$ cat config.mk
export PLATFORM = sky130hd
export DESIGN_NAME = flag_ctrl
export DESIGN_NICKNAME = d
export VERILOG_FILES = /design/src/rtl/flag_ctrl.sv
export SDC_FILE = /design/constraint.sdc
export NUM_CORES = 1
export LEC_CHECK = 0
export ABC_CLOCK_PERIOD_IN_PS = 3200
export CAP_MARGIN = 10
export CORE_MARGIN = 5
export CORE_UTILIZATION = 51
export DETAILED_ROUTE_END_ITERATION = 6
export GPL_TIMING_DRIVEN = 0
export HOLD_SLACK_MARGIN = 0.12
export PLACE_DENSITY = 0.71
export SYNTH_ARGS = -nofsm -noshare
export SYNTH_HDL_FRONTEND = slang
export SYNTH_SLANG_ARGS = --single-unit
$ cat constraint.sdc
create_clock -name clk -period 3.2 [get_ports clk]
set_input_delay 0.64 -clock clk [delete_from_list [all_inputs] [get_ports clk]]
set_output_delay 0.64 -clock clk [all_outputs]
set_load 0.03 [all_outputs]
$ cat src/rtl/flag_ctrl.sv
// ============================================================================
// flag_ctrl
// ----------------------------------------------------------------------------
// Purpose:
//   Drives an external set/clear flag towards a requested level and watches
//   the flag's feedback until it matches. It issues a one-cycle set or clear
//   strobe, then waits up to TIMEOUT cycles for the flag to follow. It
//   finishes with a one-cycle done pulse or a one-cycle err pulse. After
//   either outcome the block stays busy for GAP idle cycles before it takes
//   another request. A timeout also latches err_sticky, which stays set
//   until err_clr is asserted.
//
// Parameters:
//   TIMEOUT  maximum number of WAIT cycles for the flag to match (1..255)
//   GAP      idle cycles after DONE/ERR before the next request (0..15)
//
// Ports:
//   clk         in   single clock, rising-edge active
//   rst_n       in   synchronous active-low reset
//   req_valid   in   request present
//   req_level   in   requested flag level (1 = set, 0 = clear)
//   req_ready   out  block can accept a request this cycle
//   flag_in     in   current state of the controlled flag (feedback)
//   set_pulse   out  one-cycle set strobe
//   clr_pulse   out  one-cycle clear strobe
//   done        out  one-cycle pulse: flag reached the target
//   err         out  one-cycle pulse: flag did not reach the target in time
//   err_sticky  out  latched timeout indicator
//   err_clr     in   clears err_sticky
// ============================================================================
module flag_ctrl #(
    parameter int TIMEOUT = 8,
    parameter int GAP     = 2
) (
    input  logic clk,
    input  logic rst_n,
    input  logic req_valid,
    input  logic req_level,
    output logic req_ready,
    input  logic flag_in,
    output logic set_pulse,
    output logic clr_pulse,
    output logic done,
    output logic err,
    output logic err_sticky,
    input  logic err_clr
);

    typedef enum logic [2:0] {
        IDLE  = 3'd0,
        PULSE = 3'd1,
        WAIT  = 3'd2,
        DONE  = 3'd3,
        ERR   = 3'd4,
        GAPW  = 3'd5
    } state_t;

    // Terminal counter values. WAIT_LAST is the last WAIT cycle allowed
    // before a timeout. When GAP is 0, GAPW is never entered, so the value
    // of GAP_LAST does not matter.
    localparam logic [7:0] WAIT_LAST = 8'(TIMEOUT - 1);
    localparam logic [3:0] GAP_LAST  = 4'(GAP - 1);
    localparam bit         HAS_GAP   = (GAP > 0);

    state_t     state_q,      state_d;
    logic       target_q,     target_d;
    logic [7:0] wait_cnt_q,   wait_cnt_d;
    logic [3:0] gap_cnt_q,    gap_cnt_d;
    logic       err_sticky_q, err_sticky_d;

    // Ready depends only on state, plus rst_n. A reset edge therefore never
    // coincides with an acceptance.
    assign req_ready  = (state_q == IDLE) && rst_n;
    assign err_sticky = err_sticky_q;

    // Next-state and output decode
    always_comb begin
        state_d    = state_q;
        target_d   = target_q;
        wait_cnt_d = wait_cnt_q;
        gap_cnt_d  = gap_cnt_q;
        set_pulse  = 1'b0;
        clr_pulse  = 1'b0;
        done       = 1'b0;
        err        = 1'b0;

        case (state_q)
            IDLE: begin
                if (req_valid) begin
                    // The target is latched at acceptance. If the flag
                    // already matches, no strobe is needed.
                    target_d = req_level;
                    if (flag_in == req_level) begin
                        state_d = DONE;
                    end else begin
                        state_d = PULSE;
                    end
                end
            end

            PULSE: begin
                set_pulse  = target_q;
                clr_pulse  = ~target_q;
                wait_cnt_d = 8'd0;
                state_d    = WAIT;
            end

            WAIT: begin
                // A match wins over a timeout, even in the last allowed
                // cycle. The counter stops at WAIT_LAST and never wraps.
                if (flag_in == target_q) begin
                    state_d = DONE;
                end else if (wait_cnt_q == WAIT_LAST) begin
                    state_d = ERR;
                end else begin
                    wait_cnt_d = wait_cnt_q + 8'd1;
                end
            end

            DONE: begin
                done      = 1'b1;
                gap_cnt_d = 4'd0;
                state_d   = HAS_GAP ? GAPW : IDLE;
            end

            ERR: begin
                err       = 1'b1;
                gap_cnt_d = 4'd0;
                state_d   = HAS_GAP ? GAPW : IDLE;
            end

            GAPW: begin
                if (gap_cnt_q == GAP_LAST) begin
                    state_d = IDLE;
                end else begin
                    gap_cnt_d = gap_cnt_q + 4'd1;
                end
            end

            default: begin
                state_d = IDLE;
            end
        endcase
    end

    // Sticky error: leaving ERR sets it, and err_clr clears it. When both
    // happen on the same edge, set wins.
    always_comb begin
        err_sticky_d = err_sticky_q;
        if (state_q == ERR) begin
            err_sticky_d = 1'b1;
        end else if (err_clr) begin
            err_sticky_d = 1'b0;
        end
    end

    // State registers with synchronous active-low reset
    always_ff @(posedge clk) begin
        if (!rst_n) begin
            state_q      <= IDLE;
            target_q     <= 1'b0;
            wait_cnt_q   <= 8'd0;
            gap_cnt_q    <= 4'd0;
            err_sticky_q <= 1'b0;
        end else begin
            state_q      <= state_d;
            target_q     <= target_d;
            wait_cnt_q   <= wait_cnt_d;
            gap_cnt_q    <= gap_cnt_d;
            err_sticky_q <= err_sticky_d;
        end
    end

endmodule
==> results.ini, run 1 <==
[outcome]
status = finished clean

[power_and_ir_drop]
swShare = 0.3255
power.internal_mw = 0.3242
power_leakage_nw = 0.4348
p_per_area_nw_per_um2 = 404.0
worst_ir_drop_vdd_v = 0.0002379
power_frac_comb = 0.277
finalPower_mw = 0.4807
p_seq_frac = 0.476
p_switching_mw = 0.1565
clockPowerShare = 0.247

[floorplan]
io_pins = 12
core_area_um2 = 1942
rows = 16
die_w_um = 54.69
initial_core_util = 0.5245
die_area_um2 = 2990
dieHeight_um = 54.69

[critical_path]
ff2ff_setup_slack_ps = 1480
crit_path_end = req_ready
arrival_ps = 2400
cp_max_fo = 10
worstReg2RegEnd = wait_cnt_q[6]$_SDFFE_PN0P_
crit_type = in2out
timing.rr.start = state_q[1]$_SDFFE_PN0P_
startpoint = rst_n
r2r_cells = 4
worstPathRequired_ps = 2560
end_kind = primary output
critPathLaunchType = input pin

[timing]
hold_violations = 0
min_period_ps = 3042
maxSlewViolCount = 0
slew_headroom = 0.5693
tightest_slew_ps = 646.1
finalClockSkew_ps = 3.286
finalCritPeriodShare = 0.9505
rsz0062_at_grt = no
fin_tns_setup_ps = 0
clock.fmax_mhz = 328.8
final-setup-viol-count = 0

[route]
ant_nets = 0
drt_pass1_iterations = 4
drt_iter0_drc = 22
drc_errors = 0
avgRoutedWirePerCell_um = 13.65
via_per_inst = 5.872
routed_wirelength_um = 2239
vias = 963

[clocking]
cts_tree = done
cts_root_buf = clkbuf_4
clk_latency_ps = 290
cts_buffers = 3
cts_max_level = 1
cts_buffer_depth = 2
clock-sinks = 17
cts.clk_slew.worst_paths_ps = 110
hold_buffers = 0
post_cts_buffers = 0

[grt]
antenna_found_initial = 0
grt_max_degree = 11
grt_use_total = 0.1756
overflow = 0
grt_pass1_wl_um = 3815
grt_pass1_vias = 861

[synth]
synthTopCellsByArea = dfxtp_1 33%, a21oi_1 4.9%, nand2_1 4.8%
synth_seq_area_share = 0.3342
yosys_warnings = 0
synth_edf_count = 0
synthFlopType = dfxtp_1
syn_inst = 122
syn-num-nets = 131
synth_area_um2 = 1018
synth_top_area_frac = 0.3342
synth-async-reset-ratio = 0
syn_avg_cell_area_um2 = 8.348
ys_types = 43
yosys.area.top_type = dfxtp_1
synth-seq-cells = 17

[placed_design]
gp_congestion = 0.8546
portBuffers = 11
place_inst = 160
hpwl_um = 1630
place_area_um2 = 1162

[finish]
stdcell_count = 164
n_antenna_cell = 0
drive_gt1_frac = 0.08759
final_area_um2 = 1190
layout_commonest_cell = dfxtp_1
syn2layout_area_growth_pct = 16.83
layout.nets = 147
final_cell_mix = 17 x dfxtp_1, 13 x nand2_1, 11 x clkdlybuf4s50_1

[hold_path]
hold_class = reg2reg

[job]
cap_viol_max_count = 0

## metrics by stage
| stage | utilization | setup WS, ps | hold WS, ps |
|---|---|---|---|
| after floorplan | - | 923.6 | 442.1 |
| after global placement | 0.5986 | 18.89 | 470.3 |
| after detailed placement | 0.5986 | 15.46 | 468.6 |
| after CTS | 0.6128 | 153.6 | 487.0 |
| after global routing | 0.6128 | 41.86 | 528.4 |
| final | 0.6128 | 158.5 | 495.3 |
## worst min path at each step
stage	from	slack (ps)	end	cells past startpoint
6_report	wait_cnt_q[7]$_SDFFE_PN0P_	500	wait_cnt_q[7]$_SDFFE_PN0P_	1
5_1_grt	wait_cnt_q[1]$_SDFFE_PN0P_	530	wait_cnt_q[1]$_SDFFE_PN0P_	2
4_1_cts	wait_cnt_q[7]$_SDFFE_PN0P_	490	wait_cnt_q[7]$_SDFFE_PN0P_	1
3_5_place_dp	wait_cnt_q[7]$_SDFFE_PN0P_	470	wait_cnt_q[7]$_SDFFE_PN0P_	1
3_3_place_gp	wait_cnt_q[7]$_SDFFE_PN0P_	470	wait_cnt_q[7]$_SDFFE_PN0P_	1
2_1_floorplan	wait_cnt_q[7]$_SDFFE_PN0P_	440	wait_cnt_q[7]$_SDFFE_PN0P_	1
## layer usage
| layer | track usage | share of wire | vias up |
|---|---|---|---|
| met2 | 0.2480 | 0.45 | 19 |
| met4 | 0.07054 | 0.0080 | 0 |
| li1 | - | - | 482 |
| met5 | 0 | 0 | - |
| met3 | 0.03542 | 0.037 | 4 |
| met1 | 0.2545 | 0.50 | 458 |
## flip-flops by register name (all words and copies together) (netlist names)
name,flops
wait_cnt_q,8
gap_cnt_q,4
state_q,3
err_sticky,1
target_q,1
## cells in the mapped netlist, types with 3 or more instances
master / number
ha_1: 3
nor3b_1: 4
nor4b_1: 3
nand3_1: 4
o31ai_1: 3
dfxtp_1: 17
nand2b_1: 4
o21a_1: 4
clkbuf_1: 4
nor2b_1: 3
o21ai_0: 3
and2_1: 3
a21oi_1: 10
nand2_1: 13
nor2_1: 3
nor3_1: 5
## final cells by class
type | instances | area, um^2
well taps | 27 | 33.78
repair buffers | 11 | 110.1
clock buffers | 4 | 26.28
plain buffers | 5 | 21.27
fillers | 192 | 752.0
inverters | 2 | 7.507
multi-input cells | 98 | 650.6
flip-flops and latches | 17 | 340.3
## power groups by stage
stage | combinational, mW | sequential (mW) | clock, mW
after floorplan | 0.0929 | 0.232 | 0
after global placement | 0.130 | 0.233 | 0
after detailed placement | 0.132 | 0.233 | 0
after CTS | 0.133 | 0.229 | 0.121
after global routing | 0.147 | 0.230 | 0.136
final | 0.133 | 0.229 | 0.119
## critical path, cell delays in order
cell and delay, ps:
clkdlybuf4s50_1 550, clkbuf_2 260, nand2b_1 100, nor3_1 150, clkdlybuf4s50_1 700
## timing repair
item,4_1_cts,5_1_grt
endpoints found under the setup margin,1,0
hold endpoints to repair,0,0
gates resized for setup,1,0
## logic make-up (layout without fill, tap and decap cells)
logic type,count (synthesis),count (layout),share of synthesized area
adder cells (fa/ha/maj),3,3,0.03686
multiplexers,1,1,0.009828
buffers and inverters,7,22,0.02702
AND/OR/NAND/NOR,59,59,0.3612
XOR/XNOR,3,3,0.02580
AO/OA/AOI/OAI,32,32,0.2051
flip-flops,17,17,0.3342
(Power assumes the default switching activity.)
==> run 2, diff against run 1 <==
ABC_CLOCK_PERIOD_IN_PS = unset   (was 3200)
CAP_MARGIN = 20   (was 10)
==> results of run 2 <==
Final layout, timing and power as in run 1 (identical DEF).
